$ cat src/rtl/game_sequencer.sv
// game_sequencer: game controller for the batting game.
//
// Sequences the batting unit (bat_start level), consumes its one-cycle result pulses, and owns
// all game state: base runners, outs, half-inning, inning, both scores, side changes, extra
// innings and game end.
//
// Parameters:
//   INNINGS  regulation innings (1..15)
//   SCORE_W  score counter width
//   TIMEOUT  max cycles spent waiting for a result before aborting the pitch (>= 2)
//
// Ports:
//   clk           clock, rising edge
//   reset         synchronous active-high reset
//   game_start    start a fresh game (idle / game over only)
//   pitch         request a pitch (ready only)
//   stop          player swing (swing only)
//   hit_pulse     {hit1,hit2,hit3,hit4} from the batting unit, one cycle
//   out_pulse     batter out from the batting unit, one cycle
//   bat_start     level to the batting unit start input
//   bases         {3rd,2nd,1st} occupancy
//   outs          outs in the current half-inning
//   inning        current inning, 1-based (0 after reset)
//   top           1 = visitors batting
//   score_top     visitor runs
//   score_bottom  home runs
//   game_over     high while the game is over
//   fault         one-cycle pulse when a result wait times out
module game_sequencer #(
  parameter int unsigned INNINGS = 9,
  parameter int unsigned SCORE_W = 5,
  parameter int unsigned TIMEOUT = 16
) (
  input  logic               clk,
  input  logic               reset,
  input  logic               game_start,
  input  logic               pitch,
  input  logic               stop,
  input  logic [3:0]         hit_pulse,
  input  logic               out_pulse,
  output logic               bat_start,
  output logic [2:0]         bases,
  output logic [1:0]         outs,
  output logic [3:0]         inning,
  output logic               top,
  output logic [SCORE_W-1:0] score_top,
  output logic [SCORE_W-1:0] score_bottom,
  output logic               game_over,
  output logic               fault
);

  localparam int unsigned        CntW      = $clog2(TIMEOUT);
  localparam logic [CntW-1:0]    CntLast   = CntW'(TIMEOUT - 1);
  localparam logic [3:0]         InningsL  = 4'(INNINGS);
  localparam logic [3:0]         MaxInning = 4'd15;
  localparam logic [SCORE_W-1:0] ScoreMax  = '1;
  // Wide enough to hold max score plus four runs without wrapping.
  localparam int unsigned        SumW      = SCORE_W + 3;

  typedef enum logic [2:0] {
    StIdle,
    StReady,
    StSwing,
    StWait,
    StUpdate,
    StCheck,
    StOver
  } state_e;

  state_e             state_q, state_d;
  logic [2:0]         bases_q, bases_d;
  logic [1:0]         outs_q, outs_d;
  logic [3:0]         inning_q, inning_d;
  logic               top_q, top_d;
  logic [SCORE_W-1:0] score_top_q, score_top_d;
  logic [SCORE_W-1:0] score_bot_q, score_bot_d;
  logic [CntW-1:0]    cnt_q, cnt_d;
  logic [4:0]         res_q, res_d;  // captured {hit_pulse, out_pulse}
  logic               fault_q, fault_d;

  logic               result_valid;
  logic [6:0]         adv;
  logic [2:0]         runs;
  logic [SumW-1:0]    score_sum;
  logic [SCORE_W-1:0] score_sat;
  logic               home_ahead;
  logic               late;

  assign result_valid = $onehot({hit_pulse, out_pulse});

  // Batter joins as bit 0, then every runner advances k bases; bits 6:3 crossed home.
  always_comb begin
    adv = 7'd0;
    unique case (1'b1)
      res_q[4]: adv = {3'b000, bases_q, 1'b1};
      res_q[3]: adv = {3'b000, bases_q, 1'b1} << 1;
      res_q[2]: adv = {3'b000, bases_q, 1'b1} << 2;
      res_q[1]: adv = {3'b000, bases_q, 1'b1} << 3;
      default:  adv = 7'd0;
    endcase
  end

  assign runs = {2'b00, adv[3]} + {2'b00, adv[4]} + {2'b00, adv[5]} + {2'b00, adv[6]};

  assign score_sum = SumW'(top_q ? score_top_q : score_bot_q) + SumW'(runs);
  assign score_sat = (score_sum > SumW'(ScoreMax)) ? ScoreMax : score_sum[SCORE_W-1:0];

  assign home_ahead = score_bot_q > score_top_q;
  assign late       = inning_q >= InningsL;

  always_comb begin
    state_d     = state_q;
    bases_d     = bases_q;
    outs_d      = outs_q;
    inning_d    = inning_q;
    top_d       = top_q;
    score_top_d = score_top_q;
    score_bot_d = score_bot_q;
    cnt_d       = cnt_q;
    res_d       = res_q;
    fault_d     = 1'b0;

    unique case (state_q)
      StIdle, StOver: begin
        if (game_start) begin
          state_d     = StReady;
          bases_d     = 3'd0;
          outs_d      = 2'd0;
          inning_d    = 4'd1;
          top_d       = 1'b1;
          score_top_d = '0;
          score_bot_d = '0;
        end
      end
      StReady: begin
        if (pitch) state_d = StSwing;
      end
      StSwing: begin
        if (stop) begin
          state_d = StWait;
          cnt_d   = '0;
        end
      end
      StWait: begin
        if (result_valid) begin
          res_d   = {hit_pulse, out_pulse};
          state_d = StUpdate;
        end else if (cnt_q == CntLast) begin
          state_d = StReady;
          fault_d = 1'b1;
        end else begin
          cnt_d = cnt_q + 1'b1;
        end
      end
      StUpdate: begin
        state_d = StCheck;
        if (res_q[0]) begin
          outs_d = outs_q + 2'd1;
        end else begin
          bases_d = adv[2:0];
          if (top_q) score_top_d = score_sat;
          else       score_bot_d = score_sat;
        end
      end
      StCheck: begin
        state_d = StReady;
        if (!top_q && late && home_ahead) begin
          state_d = StOver;  // walk-off
        end else if (outs_q == 2'd3 && top_q) begin
          if (late && home_ahead) begin
            state_d = StOver;  // home already ahead, bottom half not played
          end else begin
            top_d   = 1'b0;
            bases_d = 3'd0;
            outs_d  = 2'd0;
          end
        end else if (outs_q == 2'd3 && !top_q) begin
          if (late && (score_bot_q != score_top_q)) begin
            state_d = StOver;
          end else if (inning_q == MaxInning) begin
            state_d = StOver;  // capped at 15 innings, ends tied
          end else begin
            inning_d = inning_q + 4'd1;
            top_d    = 1'b1;
            bases_d  = 3'd0;
            outs_d   = 2'd0;
          end
        end
      end
      default: state_d = StIdle;
    endcase
  end

  always_ff @(posedge clk) begin
    if (reset) begin
      state_q     <= StIdle;
      bases_q     <= 3'd0;
      outs_q      <= 2'd0;
      inning_q    <= 4'd0;
      top_q       <= 1'b0;
      score_top_q <= '0;
      score_bot_q <= '0;
      cnt_q       <= '0;
      res_q       <= 5'd0;
      fault_q     <= 1'b0;
    end else begin
      state_q     <= state_d;
      bases_q     <= bases_d;
      outs_q      <= outs_d;
      inning_q    <= inning_d;
      top_q       <= top_d;
      score_top_q <= score_top_d;
      score_bot_q <= score_bot_d;
      cnt_q       <= cnt_d;
      res_q       <= res_d;
      fault_q     <= fault_d;
    end
  end

  assign bat_start    = (state_q == StSwing);
  assign game_over    = (state_q == StOver);
  assign bases        = bases_q;
  assign outs         = outs_q;
  assign inning       = inning_q;
  assign top          = top_q;
  assign score_top    = score_top_q;
  assign score_bottom = score_bot_q;
  assign fault        = fault_q;

endmodule
$ cat config.mk
export PLATFORM = sky130hd
export DESIGN_NAME = game_sequencer
export DESIGN_NICKNAME = d
export VERILOG_FILES = /design/src/rtl/game_sequencer.sv
export SDC_FILE = /design/constraint.sdc
export NUM_CORES = 1
export LEC_CHECK = 0
export CORE_MARGIN = 1
export CORE_UTILIZATION = 55
export DETAILED_ROUTE_END_ITERATION = 16
export PLACE_DENSITY = 0.81
export SETUP_SLACK_MARGIN = 0.05
export SLEW_MARGIN = 20
export SYNTH_ARGS = -nofsm -noshare
export SYNTH_HDL_FRONTEND = slang
export SYNTH_SLANG_ARGS = --single-unit
export TNS_END_PERCENT = 50
$ cat constraint.sdc
create_clock -name clk -period 3.3 [get_ports clk]
set_input_delay 0.66 -clock clk [delete_from_list [all_inputs] [get_ports clk]]
set_output_delay 0.66 -clock clk [all_outputs]
set_load 0.1 [all_outputs]
[After elaboration in Yosys (flattened, before gate mapping)]
Index checks and enable logic that the tools add are counted.
Word-level totals
  register bits after elaboration: 33
  output and inout port bits: 23
  word-level logic and storage cells: 138
  input port bits: 10
Operators by class
  reduce and logical (&&, ||, !) cells: 23
  mux-type cells: 60
  bitwise logic cells: 1
  equal/unequal tests: 30
  order comparisons: 3
  add/subtract/negate cells: 11
Operator list (number)
  3-bit two-way mux: 19
  4-bit two-way mux: 9
  5-bit two-way mux: 7
  2-bit inequality test, second input constant: 14
  7-bit case mux with 4 select lines: 1
  5-bit case mux with 2 select lines: 2
  3-bit case mux with 6 select lines: 1
  2-bit two-way mux: 8
  4-bit case mux with 2 select lines: 2
  4-bit AND reduction: 4
  8-bit AND reduction: 2
  3-bit inequality test, second input constant: 5
  7-bit AND reduction: 2
  3-bit == test, second input constant: 3
  3-bit case mux with 3 select lines: 1
  4-bit by 1-bit adder with 4-bit output, second input constant: 2
  4-bit == test, second input constant: 2
  1-bit two-way mux: 8
  1-bit by 1-bit adder with 2-bit output: 3
  3-bit by 1-bit adder with 3-bit output: 2
  5-bit by 3-bit adder with 6-bit output: 1
  3-bit by 1-bit == test with 1-bit output, second input constant: 2
  3-bit by 2-bit == test with 1-bit output, second input constant: 2
  6-bit by 5-bit > comparator with 1-bit output, second input constant: 1
  other kinds (18): 25

[Longest topological paths before layout]
  depth in word-level cells: 10
  mapped depth: 10
  gate-level depth less buffers: 10

[Least setup slack after synthesis]
OpenSTA, ideal clock, no wires.
  kind: register to output
  from: reg state_q[0]
  to: out bat_start
  arrival: 2.751 ns
  slack: -0.111 ns
  stages on the path, launching flop included: 4
  required time: 2.640 ns
  buffers on the path: 2
  cells stage by stage: dfxtp_1 buf_2 clkbuf_1 nor3_1
Between the ends
  cells in the longest elaborated chain, start to end: 1
Ends and longest elaborated chain
  from (decl): line 70  | state_e state_q, state_d;
  from (signal assigned): line 196  | state_q <= StIdle;
  from (signal assigned): line 207  | state_q <= state_d;
  3-bit by 2-bit == test with 1-bit output: line 220  | assign bat_start = (state_q == StSwing);
  to (decl): line 41  | output logic bat_start,
No other way between the ends.

[Worst setup path in the final report]
  from: in hit_pulse[1]
  to: reg state_q[0]
Between the ends
  cells in the longest elaborated chain, start to end: 6
  elaborated cells on any way between the ends: 8
  classes of those cells: add/sub: 3; eq/ne: 2; mux: 2; reduce/logical: 1
Ends and longest elaborated chain
  from (decl): line 39  | input logic [3:0] hit_pulse,
  1-bit by 1-bit adder with 2-bit output (implied by the code) *: line 89  | assign result_valid = $onehot({hit_pulse, out_pulse});
  2-bit by 2-bit adder with 3-bit output (implied by the code) *: line 89
  3-bit by 1-bit adder with 3-bit output (implied by the code) *: line 89
  3-bit by 1-bit == test with 1-bit output *: line 89
  3-bit two-way mux or 3-bit inequality test (tied branches)
  3-bit case mux with 6 select lines or 4-bit AND reduction (tied branches)
Every way passes the cells marked *; elsewhere a longest branch is shown, timed or not.
A chain may end at the register's enable or synchronous reset.

==> results.md <==
- Cell area after synthesis: ~2300 um^2
- Worst EP arrival: 3.28 ns
- CTS max path bufs: 2
- Max FO, Critical Path: 7
- CP Capture Point: state_q[0]
- Ys async rst share: 0%
- Reg-to-Reg End: score_top[4]
- Synthesized net count: 292
- P per Cell Area: 359 nW/um^2
- Mapped Cells: 264
- Max Clock Skew: 0.0106 ns
- Detail Placement HPWL: around 3.9 mm
- Most common cell after layout, fill and taps aside: buf_4
- R2r setup slk: 0.29 ns
- Slew HR: 57.0%
- GRT Overall Usage: roughly a quarter
- Post-CTS setup buffers: 0
- Post-CTS Hold Buffers: 0
- Chip Height: about 66 um
- Fin nets: 331
- Crit path kind: input pin to flip-flop
- DRC violations left: 0
- Sequential share of the synthesized area: 29.0%
- Fmax: ~0.32 GHz
- Fillers: 325
- Final setup margin: 0.191 ns
- Lkg Pwr: roughly 0.0011 uW
- Core area: roughly 4000 um^2
- DIE WIDTH: 66.3 um
- Die area: approximately 4400 um^2
- First-pass GRT wire length: 8.69 mm
- Top Ports: 33
- Most frequent cells in the layout: 34 x buf_4, 33 x dfxtp_1, 27 x nor2_1, 24 x a21oi_1, 18 x inv_1
- Cell variety after synth: 54
- Source of the worst register-to-register timing path: res_q[2]
- Ys Warns: 0
- Clk sinks: 33
- Clock Latency Late Sink: 0.29 ns
- Hold Crit Class: flip-flop to flip-flop
- Met3 Use GR: 5.34%
- Min Hold Slack: 0.474 ns
- Min-Delay Path Depth: 2
- Initial antenna violation count: 0
- CTS tree: yes
- Beginning of the critical path: hit_pulse[1]
- Final worst path period need: 3.11 ns
- Max Cap Viol: 0
- Via/cell ratio: approximately 5.8
- Htree depth: 2
- Wire per inst: around 15 um
- Layer with the highest usage: met2
- ANT nets after route: 0
- RePlAce Congestion: 0.821
- R2R cell count: 10
- Synthesized flop and latch total: 33
- Worst-margin pin slew: roughly 0.64 ns
- RSZ-0062 raised after global routing: false
- Share of post-route cells with drive strength above 1: 19.4%
- Avg Inst Size Synth: between 8 and 9 um^2
- Number of synthesized flops with an enable pin: 0
- GRT met1 Usage: 33.1%
- Clk pin slew, worst setup/hold paths: 0.07 ns
- Outcome: complete, no violations
- DR pass1 iterations: 4
- Final setup fails: 0
- Initial core utilization: 56.9%
- Fin crit share: 94.2%
- First DRT Iteration DRCs: 88
- Final WL: approximately 5.2 mm
- Crit. End Element: flip-flop
- Clk root buf: clkbuf_8
- # rows: 23
- Pin count of the biggest net entering global routing: 18
- Global route overflow: 0
- Startpoint Class: input pin
- IO buf count: 32
- Vias in the first global route: 1877
- Peak VDD IR: 0.265 mV
- Final Max Tran Viols: 0
- CTS Buf Count: 5
- Critical Path RT: 3.47 ns
- Vias post-DR: 2069
- Area growth from synthesis to layout: 21.2%
- Pre-CTS setup slack: -0.271 ns
- Final hold viol count: 0
- Met2 Usage GRT: 43.8%
- Ant diodes: 0
- Cells after DPL: 346
- Fin cells: 354
- Most used DFF post-synth: dfxtp_1
## synth_stat cells, types with 3 or more instances
| master | count | area [um^2] |
|---|---|---|
| a31oi_1 | 4 | 25.0 |
| xnor2_1 | 4 | 35.0 |
| buf_2 | 3 | 15.0 |
| mux2i_1 | 15 | 150 |
| o211ai_1 | 3 | 22.5 |
| o21ai_0 | 10 | 50.1 |
| clkbuf_1 | 6 | 22.5 |
| a311oi_1 | 3 | 26.3 |
| dfxtp_1 | 33 | 661 |
| or3b_1 | 3 | 26.3 |
| nand2b_1 | 7 | 43.8 |
| nor3_2 | 3 | 30.0 |
| inv_1 | 18 | 67.6 |
| nor2b_1 | 6 | 37.5 |
| fa_1 | 5 | 100 |
| ha_1 | 13 | 163 |
| nor2_1 | 27 | 101 |
| nand3_1 | 12 | 60.1 |
| mux2_2 | 3 | 33.8 |
| nor3_1 | 7 | 35.0 |
| a211oi_1 | 4 | 30.0 |
| nand2_1 | 11 | 41.3 |
| a21oi_1 | 24 | 120 |
## flip-flops by register name, summed over array words and instances, names as in the netlist
signal / count
inning: 4
fault: 1
score_top: 5
score_bottom: 5
top: 1
cnt_q: 4
res_q: 5
bases: 3
outs: 2
state_q: 3
## stage by stage
| stage | total power (uW) | setup TNS, ns | util (%) | area (um^2) |
|---|---|---|---|---|
| after floorplan | 545 | 0 | - | 2280 |
| after global placement | 593 | -1.08 | 65.8 | 2630 |
| after detailed placement | 597 | -2.17 | 65.8 | 2630 |
| after CTS | 993 | 0 | 68.9 | 2760 |
| after global routing | 1020 | 0 | 69.0 | 2760 |
| final | 990 | 0 | 69.0 | 2760 |
## power by group
part	switching, uW	total, uW	internal, uW
clock network	149	395	246
logic	110	179	69.1
registers	11.5	416	405
## critical path, cell delays in order
cell	delay, ns
clkdlybuf4s50_1	0.45
fa_1	0.51
fa_1	0.38
ha_1	0.28
or3b_4	0.42
buf_4	0.16
a21oi_1	0.13
o21ai_0	0.08
o311ai_1	0.10
a21oi_1	0.10
## timing repair
action / in CTS / in global routing
endpoints found under the setup margin: 2 / 9
gates cloned: 0 / 0
pin swaps: 0 / 4
gates resized for setup: 1 / 2
## routing by layer
metal	share of wire, %	vias to the layer above	routed length [um]
met1	47	985	2450
met4	1.2	0	61
met3	2.8	10	145
met5	0	-	0
met2	49	40	2540
li1	-	1034	-
## cell families after synthesis
logic type / count (synthesis) / synth area share, %
and+or+nand+nor: 88 / 21.0
AOI/OAI and AO/OA: 72 / 22.6
adders and majority gates: 18 / 11.5
buffers and inverters: 29 / 5.44
DFF: 33 / 29.0
muxes: 18 / 8.08
xor gates and xnor gates: 6 / 2.31
## cell type report
| type | count | area, um^2 | area share (%) |
|---|---|---|---|
| clock buffer | 7 | 86.3 | 3.13 |
| clock inverter | 1 | 30.0 | 1.09 |
| inverter | 18 | 67.6 | 2.45 |
| multi-input combinational | 202 | 1510 | 54.6 |
| sequential | 33 | 661 | 23.9 |
| tap | 50 | 62.6 | 2.27 |
| timing repair buffer | 43 | 345 | 12.5 |
## worst min path at each step
stage / from / to / slack, ns
after global placement: cnt_q[1] / cnt_q[1] / 0.47
after global routing: cnt_q[1] / cnt_q[1] / 0.52
after floorplan: cnt_q[1] / cnt_q[1] / 0.45
after detailed placement: cnt_q[1] / cnt_q[1] / 0.47
after CTS: cnt_q[1] / cnt_q[1] / 0.48
final: cnt_q[1] / cnt_q[1] / 0.47
Power figures use the tool's default switching activity.
